--- src/rtl/sram_bus_arbiter_if.sv ---
// sram_bus_arbiter_if: fetch, load/store and external SRAM bus signals shared by the arbiter
interface sram_bus_arbiter_if;
  logic        inst_req;
  logic [31:0] inst_addr;
  logic        inst_addr_ok;
  logic        inst_data_ok;
  logic [31:0] inst_rdata;
  logic        data_req;
  logic        data_wr;
  logic [1:0]  data_size;
  logic [3:0]  data_wstrb;
  logic [31:0] data_addr;
  logic [31:0] data_wdata;
  logic        data_addr_ok;
  logic        data_data_ok;
  logic [31:0] data_rdata;
  logic        bus_req;
  logic        bus_wr;
  logic [1:0]  bus_size;
  logic [3:0]  bus_wstrb;
  logic [31:0] bus_addr;
  logic [31:0] bus_wdata;
  logic        bus_addr_ok;
  logic        bus_data_ok;
  logic [31:0] bus_rdata;
  modport slave (
    input  inst_req, inst_addr,
    input  data_req, data_wr, data_size, data_wstrb, data_addr, data_wdata,
    input  bus_addr_ok, bus_data_ok, bus_rdata,
    output inst_addr_ok, inst_data_ok, inst_rdata,
    output data_addr_ok, data_data_ok, data_rdata,
    output bus_req, bus_wr, bus_size, bus_wstrb, bus_addr, bus_wdata
  );
  modport master (
    output inst_req, inst_addr,
    output data_req, data_wr, data_size, data_wstrb, data_addr, data_wdata,
    output bus_addr_ok, bus_data_ok, bus_rdata,
    input  inst_addr_ok, inst_data_ok, inst_rdata,
    input  data_addr_ok, data_data_ok, data_rdata,
    input  bus_req, bus_wr, bus_size, bus_wstrb, bus_addr, bus_wdata
  );
endinterface

--- src/rtl/sram_bus_arbiter.sv ---
// sram_bus_arbiter: shares one SRAM-like bus between fetch and load/store, one transaction outstanding
module sram_bus_arbiter #(
  parameter int unsigned STARVE_MAX = 2
) (
  input  logic              clk,
  input  logic              reset,
  sram_bus_arbiter_if.slave bus
);
  typedef enum logic [1:0] {IDLE, REQ, WAIT} state_t;
  localparam logic [2:0] SMAX = 3'(STARVE_MAX);
  state_t     state_q, state_d;
  logic       owner_q, owner_d;
  logic [2:0] cnt_q, cnt_d;
  logic       in_req, in_wait, arb_now, data_wins;
  // state, owner (1 = load/store) and data-streak counter
  always_ff @(posedge clk) begin
    if (reset) begin
      state_q <= IDLE;
      owner_q <= 1'b0;
      cnt_q   <= 3'd0;
    end else begin
      state_q <= state_d;
      owner_q <= owner_d;
      cnt_q   <= cnt_d;
    end
  end
  // arbitration on a free bus (idle, or the response arriving), grant lock in REQ, output muxing
  always_comb begin
    in_req    = state_q == REQ;
    in_wait   = state_q == WAIT;
    arb_now   = state_q == IDLE || (in_wait && bus.bus_data_ok);
    data_wins = bus.data_req && !(bus.inst_req && cnt_q == SMAX);
    state_d   = state_q;
    owner_d   = owner_q;
    cnt_d     = cnt_q;
    if (arb_now && (bus.inst_req || bus.data_req)) begin
      state_d = REQ;
      owner_d = data_wins;
      cnt_d   = !data_wins ? 3'd0 : (bus.inst_req && cnt_q != SMAX) ? cnt_q + 3'd1 : cnt_q;
    end else if (arb_now) begin
      state_d = IDLE;
    end else if (in_req && bus.bus_addr_ok) begin
      state_d = WAIT;
    end
    bus.bus_req      = in_req;
    bus.bus_wr       = in_req && owner_q && bus.data_wr;
    bus.bus_size     = !in_req ? 2'd0 : owner_q ? bus.data_size : 2'd2;
    bus.bus_wstrb    = (in_req && owner_q) ? bus.data_wstrb : 4'd0;
    bus.bus_addr     = !in_req ? 32'd0 : owner_q ? bus.data_addr : bus.inst_addr;
    bus.bus_wdata    = (in_req && owner_q) ? bus.data_wdata : 32'd0;
    bus.inst_addr_ok = in_req && !owner_q && bus.bus_addr_ok;
    bus.data_addr_ok = in_req && owner_q && bus.bus_addr_ok;
    bus.inst_data_ok = in_wait && !owner_q && bus.bus_data_ok;
    bus.data_data_ok = in_wait && owner_q && bus.bus_data_ok;
    bus.inst_rdata   = bus.bus_rdata;
    bus.data_rdata   = bus.bus_rdata;
  end
endmodule

--- src/flat_wrapper.sv ---
// flat-port wrapper written by rule: the top's interface ports become plain ports
module sram_bus_arbiter_flat 
#(
  parameter int unsigned STARVE_MAX = 2
)
  (clk, reset, bus_inst_req, bus_inst_addr, bus_data_req, bus_data_wr, bus_data_size, bus_data_wstrb, bus_data_addr, bus_data_wdata, bus_bus_addr_ok, bus_bus_data_ok, bus_bus_rdata, bus_inst_addr_ok, bus_inst_data_ok, bus_inst_rdata, bus_data_addr_ok, bus_data_data_ok, bus_data_rdata, bus_bus_req, bus_bus_wr, bus_bus_size, bus_bus_wstrb, bus_bus_addr, bus_bus_wdata);
  sram_bus_arbiter_if bus_i ();
  input  logic clk;
  input  logic reset;
  input wire logic [$bits(bus_i.inst_req)-1:0] bus_inst_req;
  input wire logic [$bits(bus_i.inst_addr)-1:0] bus_inst_addr;
  input wire logic [$bits(bus_i.data_req)-1:0] bus_data_req;
  input wire logic [$bits(bus_i.data_wr)-1:0] bus_data_wr;
  input wire logic [$bits(bus_i.data_size)-1:0] bus_data_size;
  input wire logic [$bits(bus_i.data_wstrb)-1:0] bus_data_wstrb;
  input wire logic [$bits(bus_i.data_addr)-1:0] bus_data_addr;
  input wire logic [$bits(bus_i.data_wdata)-1:0] bus_data_wdata;
  input wire logic [$bits(bus_i.bus_addr_ok)-1:0] bus_bus_addr_ok;
  input wire logic [$bits(bus_i.bus_data_ok)-1:0] bus_bus_data_ok;
  input wire logic [$bits(bus_i.bus_rdata)-1:0] bus_bus_rdata;
  output wire logic [$bits(bus_i.inst_addr_ok)-1:0] bus_inst_addr_ok;
  output wire logic [$bits(bus_i.inst_data_ok)-1:0] bus_inst_data_ok;
  output wire logic [$bits(bus_i.inst_rdata)-1:0] bus_inst_rdata;
  output wire logic [$bits(bus_i.data_addr_ok)-1:0] bus_data_addr_ok;
  output wire logic [$bits(bus_i.data_data_ok)-1:0] bus_data_data_ok;
  output wire logic [$bits(bus_i.data_rdata)-1:0] bus_data_rdata;
  output wire logic [$bits(bus_i.bus_req)-1:0] bus_bus_req;
  output wire logic [$bits(bus_i.bus_wr)-1:0] bus_bus_wr;
  output wire logic [$bits(bus_i.bus_size)-1:0] bus_bus_size;
  output wire logic [$bits(bus_i.bus_wstrb)-1:0] bus_bus_wstrb;
  output wire logic [$bits(bus_i.bus_addr)-1:0] bus_bus_addr;
  output wire logic [$bits(bus_i.bus_wdata)-1:0] bus_bus_wdata;
  assign bus_i.inst_req = bus_inst_req;
  assign bus_i.inst_addr = bus_inst_addr;
  assign bus_i.data_req = bus_data_req;
  assign bus_i.data_wr = bus_data_wr;
  assign bus_i.data_size = bus_data_size;
  assign bus_i.data_wstrb = bus_data_wstrb;
  assign bus_i.data_addr = bus_data_addr;
  assign bus_i.data_wdata = bus_data_wdata;
  assign bus_i.bus_addr_ok = bus_bus_addr_ok;
  assign bus_i.bus_data_ok = bus_bus_data_ok;
  assign bus_i.bus_rdata = bus_bus_rdata;
  assign bus_inst_addr_ok = bus_i.inst_addr_ok;
  assign bus_inst_data_ok = bus_i.inst_data_ok;
  assign bus_inst_rdata = bus_i.inst_rdata;
  assign bus_data_addr_ok = bus_i.data_addr_ok;
  assign bus_data_data_ok = bus_i.data_data_ok;
  assign bus_data_rdata = bus_i.data_rdata;
  assign bus_bus_req = bus_i.bus_req;
  assign bus_bus_wr = bus_i.bus_wr;
  assign bus_bus_size = bus_i.bus_size;
  assign bus_bus_wstrb = bus_i.bus_wstrb;
  assign bus_bus_addr = bus_i.bus_addr;
  assign bus_bus_wdata = bus_i.bus_wdata;
  sram_bus_arbiter #(.STARVE_MAX(STARVE_MAX)) u_core (.clk(clk), .reset(reset), .bus(bus_i));
endmodule
--- config.mk ---
export PLATFORM = sky130hd
export DESIGN_NAME = sram_bus_arbiter_flat
export DESIGN_NICKNAME = d
export VERILOG_FILES = /design/src/rtl/sram_bus_arbiter_if.sv /design/src/rtl/sram_bus_arbiter.sv /design/src/flat_wrapper.sv
export SDC_FILE = /design/constraint.sdc
export NUM_CORES = 1
export LEC_CHECK = 0
export CAP_MARGIN = 15
export CORE_AREA = 2 2 110 112
export CTS_BUF_LIST = sky130_fd_sc_hd__clkbuf_4
export DETAILED_ROUTE_END_ITERATION = 8
export DIE_AREA = 0 0 112 114
export PLACE_DENSITY = 0.69
export RECOVER_POWER = 100
export SYNTH_ARGS = -nofsm -noshare
export SYNTH_HDL_FRONTEND = slang
export SYNTH_SLANG_ARGS = --single-unit
--- constraint.sdc ---
create_clock -name clk -period 3 [get_ports clk]
set_clock_uncertainty 0.15 [all_clocks]
set_input_delay 0.3 -clock clk [delete_from_list [all_inputs] [get_ports clk]]
set_output_delay 0.3 -clock clk [all_outputs]
set_load 0.03 [all_outputs]
==> results.py, run 1 <==
metrics = {
    "synthesis": {
        "synth_area_mm2": 0.00161,
        "synthArstFlopShare_pct": 0,
        "postSynthCellCount": 230,
        "synth-compound-area-share_pct": 4.73,
        "synth-xor-area-share_pct": 0,
        "yosysSeqAreaShare_pct": 7.45,
        "synth_flop_cell": "dfxtp_1",
        "synth_edf_count": 0,
        "syn_nets": 373,
        "synth-simple-area-share_pct": 30.3,
        "synth.mux.area_fraction_pct": 19.9,
        "synthAdderAreaFrac_pct": 1.55,
        "yosys_warnings": 0,
        "avgSynthCellArea_um2": 7.01,
        "synth_top_family_by_area": "buffers and inverters",
        "ys_types": 28,
        "ys_seq_elements": 6,
    },
    "clock_tree": {
        "cts_resized": 0,
        "holdBufCountCts": 0,
        "clock_latency_ns": 0.25,
        "cts_root_buf": "clkbuf_4",
        "cts_buffers": 3,
        "clockBufferDepth": 2,
        "cts.sinks": 6,
        "cts_setup_buffers": 0,
        "clkSlewWorstSetupHoldPaths_ns": 0.04,
        "cts_tree": "done",
        "htreeDepth": 1,
    },
    "power": {
        "total_power_w": 0.000657,
        "vdd_drop_max_v": 0.0000981,
        "leakage_nw": 1.44,
        "p_per_area_mw_per_mm2": 212,
    },
    "floorplan": {
        "die_area_mm2": 0.0128,
        "rows": 40,
        "num_io_pins": 281,
        "initial_core_util_pct": 13.8,
        "core_area_mm2": 0.0117,
        "die_h_um": 114,
        "die_x_um": 112,
    },
    "global_routing": {
        "grtUsageTotal_pct": 9.39,
        "grt_remaining_overflow": 0,
        "grt_pass1_vias": 1800,
        "grt_max_degree": 47,
        "antenna_found_initial": 0,
        "grt_pass1_wl_um": 9690,
    },
    "sta": {
        "setup_tns_ns": 0,
        "drv_slew": 0,
        "finalSetupViolCount": 0,
        "finalHoldViolations": 0,
        "slew_headroom_pct": 53.7,
        "rsz0062_at_grt": "no",
        "post-route-period-util_pct": 93.2,
        "fmax_ghz": 0.358,
        "min_period_ns": 2.80,
        "tightest_slew_ns": 0.695,
    },
    "worst_setup_path": {
        "worstSetupPathType": "reg -> out",
        "required_ns": 2.55,
        "regToRegStartpoint": "u_core.cnt_q[0]",
        "r2r-end": "u_core.cnt_q[1]",
        "reg2reg_depth": 4,
        "setup.worst_path.end_class": "output port",
        "rrSetupSlack_ns": 1.41,
        "critPathLaunchType": "flip-flop",
        "crit_path_start": "u_core.owner_q",
        "crit_end": "bus_bus_addr[30]",
        "arrival_ns": 2.35,
        "crit_path_max_fanout": 46,
    },
    "detailed_routing": {
        "drc": 0,
        "first_pass_iters": 4,
        "wirelength_um": 6670,
        "avgRoutedWirePerCell_um": 13.7,
        "drt_iter0_drc": 43,
        "avgViaCountPerCell": 3.87,
        "vias": 1878,
        "antenna_left": 0,
    },
    "run_status": {
        "status": "completed",
    },
    "placed_design": {
        "io_buffers": 184,
        "routabilityCongestion": 0.797,
        "dp.final_hpwl_um": 5530,
        "placed_cell_area_mm2": 0.00309,
    },
    "cells_and_area": {
        "layout.nets": 483,
        "nFillCells": 1256,
        "area_delta_synth_final_pct": 91.6,
        "fin_area_mm2": 0.00309,
        "n_antenna_cell": 0,
        "final_layout_size_suffix_gt1_share_pct": 2.07,
        "utilization_pct": 26.4,
    },
    "min_path": {
        "hp-class": "reg -> reg",
    },
    "run": {
        "max_cap_violations": 0,
    },
}
area by class of cell:
type | count | area, um^2 | share of cell area (%)
Timing Repair Buffer | 186 | 1840 | 59.5
Clock buffer | 3 | 22.5 | 0.729
Inverter | 6 | 22.5 | 0.729
Sequential cell | 6 | 121 | 3.93
Tap cell | 147 | 184 | 5.95
Multi-Input combinational cell | 137 | 902 | 29.2
power breakdown:
group,leakage [nW],internal [W],switching (W),total [W]
registers,0.0495,0.0000848,0.0000176,0.000102
logic,1.38,0.000248,0.000230,0.000478
clock network,0.0138,0.0000453,0.0000306,0.0000760
critical path, stage by stage (launching register included):
cell           delay (ns)
dfxtp_2              0.76
buf_12               0.31
mux2i_1              0.22
nor2_1               0.05
dlygate4sd3_1        0.70
cell usage in the layout (no fill, tap or decap), types with 2 or more instances in the layout:
master	n
dlygate4sd3_1	66
clkdlybuf4s50_1	113
mux2i_1	32
a21oi_1	2
o21ai_0	5
inv_1	5
and3_1	40
clkbuf_4	3
o311ai_0	2
ha_1	2
nand2_1	2
nand2b_1	3
nor2b_1	2
nand4_1	2
dfxtp_1	5
clkbuf_1	5
nor2_1	37
routing by layer:
layer	part of all wire (%)	vias up	routed length, um	track usage [%]
met1	37	812	2460	9.91
met5	0	-	0	0
met4	4.4	0	293	5.04
met3	10	39	675	2.92
li1	-	926	-	-
met2	49	101	3230	16.8
flip-flops by register name (all words and copies together), names as in the netlist:
signal / count
u_core.cnt_q: 3
u_core.state_q: 2
u_core.owner_q: 1
worst min path at each step:
stage	endpoint	from	slack, ns	cells past startpoint
2_1_floorplan	u_core.cnt_q[0]	reset	0.22	1
3_3_place_gp	u_core.cnt_q[2]	u_core.cnt_q[2]	0.34	2
3_5_place_dp	u_core.cnt_q[0]	u_core.cnt_q[0]	0.36	2
4_1_cts	u_core.cnt_q[0]	u_core.cnt_q[0]	0.36	2
5_1_grt	u_core.cnt_q[0]	u_core.cnt_q[0]	0.41	2
6_report	u_core.cnt_q[0]	u_core.cnt_q[0]	0.37	2
through the flow:
step                      setup WS [ns]  hold slack [ns]  std cells
after CTS                         0.247            0.362        485
after detailed placement          0.518            0.358        482
after global placement            0.600            0.341        482
after floorplan                   0.985            0.219        230
final                             0.204            0.369        485
after global routing             0.0610            0.405        485
cells in the mapped netlist (2+ instances only):
cell / number / area share, %
o21ai_0: 4 / 1.2
a21oi_1: 2 / 0.62
buf_4: 64 / 30
nor2_1: 37 / 8.6
inv_1: 5 / 1.2
nand2_1: 2 / 0.47
o311ai_0: 2 / 1.1
dfxtp_1: 6 / 7.4
mux2i_1: 32 / 20
clkbuf_1: 4 / 0.93
nand2b_1: 3 / 1.2
nand4_1: 2 / 0.78
ha_1: 2 / 1.6
clkbuf_2: 3 / 0.93
buf_2: 10 / 3.1
and3_1: 40 / 16
cell families after synthesis:
logic type                 after synthesis
buffers and inverters                   87
and+or+nand+nor                         91
DFF                                      6
AOI/OAI and AO/OA                       12
adders and majority gates                2
muxes                                   32
No activity file was read; power rests on OpenSTA's default activity.
==> inputs of run 2 (changes only) <==
--- a/config.mk
+++ b/config.mk
@@ -5,12 +5,13 @@
 export SDC_FILE = /design/constraint.sdc
 export NUM_CORES = 1
 export LEC_CHECK = 0
+export ABC_AREA = 1
 export CAP_MARGIN = 15
-export CORE_AREA = 2 2 110 112
+export CORE_AREA = 2 2 108 110
 export CTS_BUF_LIST = sky130_fd_sc_hd__clkbuf_4
 export DETAILED_ROUTE_END_ITERATION = 8
-export DIE_AREA = 0 0 112 114
-export PLACE_DENSITY = 0.69
+export DIE_AREA = 0 0 110 112
+export PLACE_DENSITY = 0.72
 export RECOVER_POWER = 100
 export SYNTH_ARGS = -nofsm -noshare
 export SYNTH_HDL_FRONTEND = slang
==> constraint.sdc (replaced) <==
create_clock -name clk -period 2.78 [get_ports clk]
set_clock_uncertainty 0.15 [all_clocks]
set_input_delay 0.278 -clock clk [delete_from_list [all_inputs] [get_ports clk]]
set_output_delay 0.278 -clock clk [all_outputs]
set_load 0.03 [all_outputs]
==> run 2 against run 1 <==
Register-to-register slack improved by 0.14 ns. Via count increased by 13%. Global-route usage increased by 0.35 points. Worst hold slack got worse by 0.030 ns. Clock power increased by 15%. Utilization increased by 1.4 points. Power increased by 12%. Combinational power increased by 16%. Synthesized cell count increased by 34%.
==> results.py, run 2 <==
metrics = {
    "run_status": {
        "status": "completed",
    },
    "clock_tree": {
        "cts_tree": "done",
        "cts.sinks": 6,
        "cts_buffers": 3,
        "clock_latency_ns": 0.26,
        "holdBufCountCts": 0,
        "clockBufferDepth": 2,
        "cts_setup_buffers": 0,
        "htreeDepth": 1,
        "clkSlewWorstSetupHoldPaths_ns": 0.05,
        "cts_resized": 0,
        "cts_root_buf": "clkbuf_4",
    },
    "synthesis": {
        "synth.mux.area_fraction_pct": 0,
        "synth_top_cell_area_share_pct": 27.1,
        "ys_seq_elements": 6,
        "syn_nets": 452,
        "synth_top_area_cell": "buf_4",
        "synth_area_mm2": 0.00183,
        "synth_area_leaders": "buf_4 27%, nand2_1 16%, a21oi_2 13%",
        "synth_top_family_by_area": "buffers and inverters",
        "avgSynthCellArea_um2": 5.92,
        "yosys_warnings": 0,
        "synthArstFlopShare_pct": 0,
        "synth_edf_count": 0,
        "synth-simple-area-share_pct": 33.3,
        "yosysSeqAreaShare_pct": 6.57,
        "ys_types": 18,
        "synth_commonest_cells": "79 x nand2_1, 66 x buf_4, 47 x inv_1, 31 x nor2_2, 28 x a21oi_2",
        "synth_flop_cell": "dfxtp_1",
        "postSynthCellCount": 309,
        "synth_most_common_cell": "nand2_1",
        "synth-xor-area-share_pct": 0,
        "synthAdderAreaFrac_pct": 1.37,
        "synth-compound-area-share_pct": 16.3,
    },
    "worst_setup_path": {
        "worstSetupPathType": "reg -> out",
        "slowest_stage": "dlygate4sd3_1",
        "reg2reg_depth": 7,
        "rrSetupSlack_ns": 1.55,
        "arrival_ns": 2.21,
        "crit_path_max_fanout": 34,
        "crit_family": "buffers and inverters",
        "setup.worst_path.end_class": "output port",
        "required_ns": 2.35,
        "crit_buf_inv": 2,
        "cp_cell_sequence": "nor2_4, inv_2, a21oi_1, dlygate4sd3_1",
        "r2r-end": "u_core.owner_q",
        "critical_path.max_stage_delay_ns": 0.73,
        "critPathLaunchType": "flip-flop",
        "regToRegStartpoint": "u_core.cnt_q[0]",
    },
    "min_path": {
        "hp-class": "reg -> reg",
        "min_to": "u_core.state_q[0]",
        "worstHoldStart": "u_core.state_q[0]",
        "hold_depth": 2,
    },
    "sta": {
        "slew_headroom_pct": 41.2,
        "setup_ws_ns": 0.140,
        "post-route-period-util_pct": 95.0,
        "finalSetupViolCount": 0,
        "min_period_ns": 2.64,
        "finalHoldViolations": 0,
        "tightest_slew_ns": 0.882,
        "drv_slew": 0,
        "fmax_ghz": 0.379,
        "rsz0062_at_grt": "no",
        "setup_tns_ns": 0,
    },
    "cells_and_area": {
        "n_antenna_cell": 0,
        "final_cell_mix": "108 x clkdlybuf4s50_1, 79 x nand2_1, 47 x inv_1, 47 x nor2_1, 33 x dlygate4sd3_1",
        "multi_input_area_um2": 862,
        "ff_latch_area_um2": 120,
        "layout.nets": 566,
        "nFillCells": 1247,
        "regMostFlops": "u_core.cnt_q",
        "fin_area_mm2": 0.00311,
        "largest_reg_flops": 3,
        "final_common_cell": "clkdlybuf4s50_1",
        "final_cells": 564,
        "top_regs": "u_core.cnt_q: 3 flops, u_core.state_q: 2 flops, u_core.owner_q: 1 flops",
        "final_layout_size_suffix_gt1_share_pct": 16.6,
        "area_delta_synth_final_pct": 70.1,
    },
    "floorplan": {
        "initial_core_util_pct": 16.4,
        "die_area_mm2": 0.0123,
        "die_x_um": 110,
        "num_io_pins": 281,
        "rows": 39,
        "core_area_mm2": 0.0112,
        "die_h_um": 112,
    },
    "global_routing": {
        "grt_remaining_overflow": 0,
        "grt_max_degree": 38,
        "antenna_found_initial": 0,
        "grt_pass1_wl_um": 9760,
        "grtUsageTotal_pct": 9.74,
        "grt_pass1_vias": 2063,
    },
    "placed_design": {
        "routabilityCongestion": 0.769,
        "preCtsSetupSlack_ns": 0.495,
        "placed_cell_area_mm2": 0.00323,
        "dp.cells": 561,
        "dp.final_hpwl_um": 5370,
        "io_buffers": 184,
    },
    "run": {
        "max_cap_violations": 0,
    },
    "detailed_routing": {
        "drt_iter0_drc": 75,
        "wirelength_um": 6550,
        "antenna_left": 0,
        "drc": 0,
        "avgViaCountPerCell": 3.77,
        "vias": 2124,
        "first_pass_iters": 6,
        "avgRoutedWirePerCell_um": 11.6,
    },
    "power": {
        "vdd_drop_max_v": 0.000207,
        "p_per_area_mw_per_mm2": 237,
        "leakage_nw": 1.51,
        "total_power_w": 0.000735,
    },
}
-- run 2: changes by cell type after synthesis, moves of 3 or more --
cell,before,now
buf_2,10,5
nand3_1,0,5
mux2i_1,32,0
clkbuf_2,3,0
and3_1,40,0
buf_6,0,6
nor2_1,37,19
nand2b_1,3,0
nand2_1,2,79
clkbuf_1,4,0
nor2_2,0,31
a21oi_2,0,28
a21oi_1,2,7
inv_1,5,47
-- run 2: tightest hold or removal path, delay by kind of cell (launching register included) --
family | cells | cell delay (ns)
simple gates | 1 | 0.06
compound gates | 1 | 0.06
flops | 1 | 0.32
-- run 2: metrics by stage --
| step | hold WS, ns | utilization, % |
|---|---|---|
| floorplan | 0.197 | - |
| finish | 0.339 | 27.8 |
| CTS | 0.337 | 29.1 |
| global route | 0.364 | 27.8 |
| global placement | 0.323 | 28.9 |
| detailed placement | 0.329 | 28.9 |
-- run 2: report_power, final --
part	internal [W]	switching [W]	total (W)
sequential	0.0000916	0.00000398	0.0000956
combinational	0.000254	0.000299	0.000553
clock	0.0000493	0.0000378	0.0000871
total	0.000394	0.000341	0.000735
-- run 2: cells by family (layout without fill, tap and decap cells) --
logic type,after synthesis,in the layout
and+or+nand+nor,136,136
buffers and inverters,127,239
AOI/OAI and AO/OA,38,38
DFF,6,6
adders and majority gates,2,2
-- run 2: area by class of cell --
cell class	count	area share (%)
Clock buffer	3	0.724
Tap cell	143	5.75
Timing Repair Buffer	186	55.9
Inverter	50	6.04
Sequential cell	6	3.86
Multi-Input combinational cell	176	27.7
-- run 2: layer usage --
layer | up-vias | routed length, um | global-route usage [%]
met1 | 910 | 2470 | 11.4
met3 | 13 | 861 | 4.04
met5 | - | 0 | 0
li1 | 1071 | - | -
met4 | 0 | 66 | 2.19
met2 | 130 | 3160 | 16.4
-- run 2: worst max path at each step --
stage	depth (start not counted)	slack, ns	end	from
floorplan	5	1.03	bus_bus_size[0]	u_core.state_q[0]
global placement	5	0.54	bus_bus_addr[7]	u_core.state_q[0]
detailed placement	5	0.50	bus_bus_addr[7]	u_core.state_q[0]
CTS	5	0.21	bus_bus_addr[7]	u_core.state_q[0]
global route	4	0.04	bus_bus_addr[31]	u_core.state_q[1]
finish	4	0.14	bus_bus_addr[31]	u_core.state_q[1]
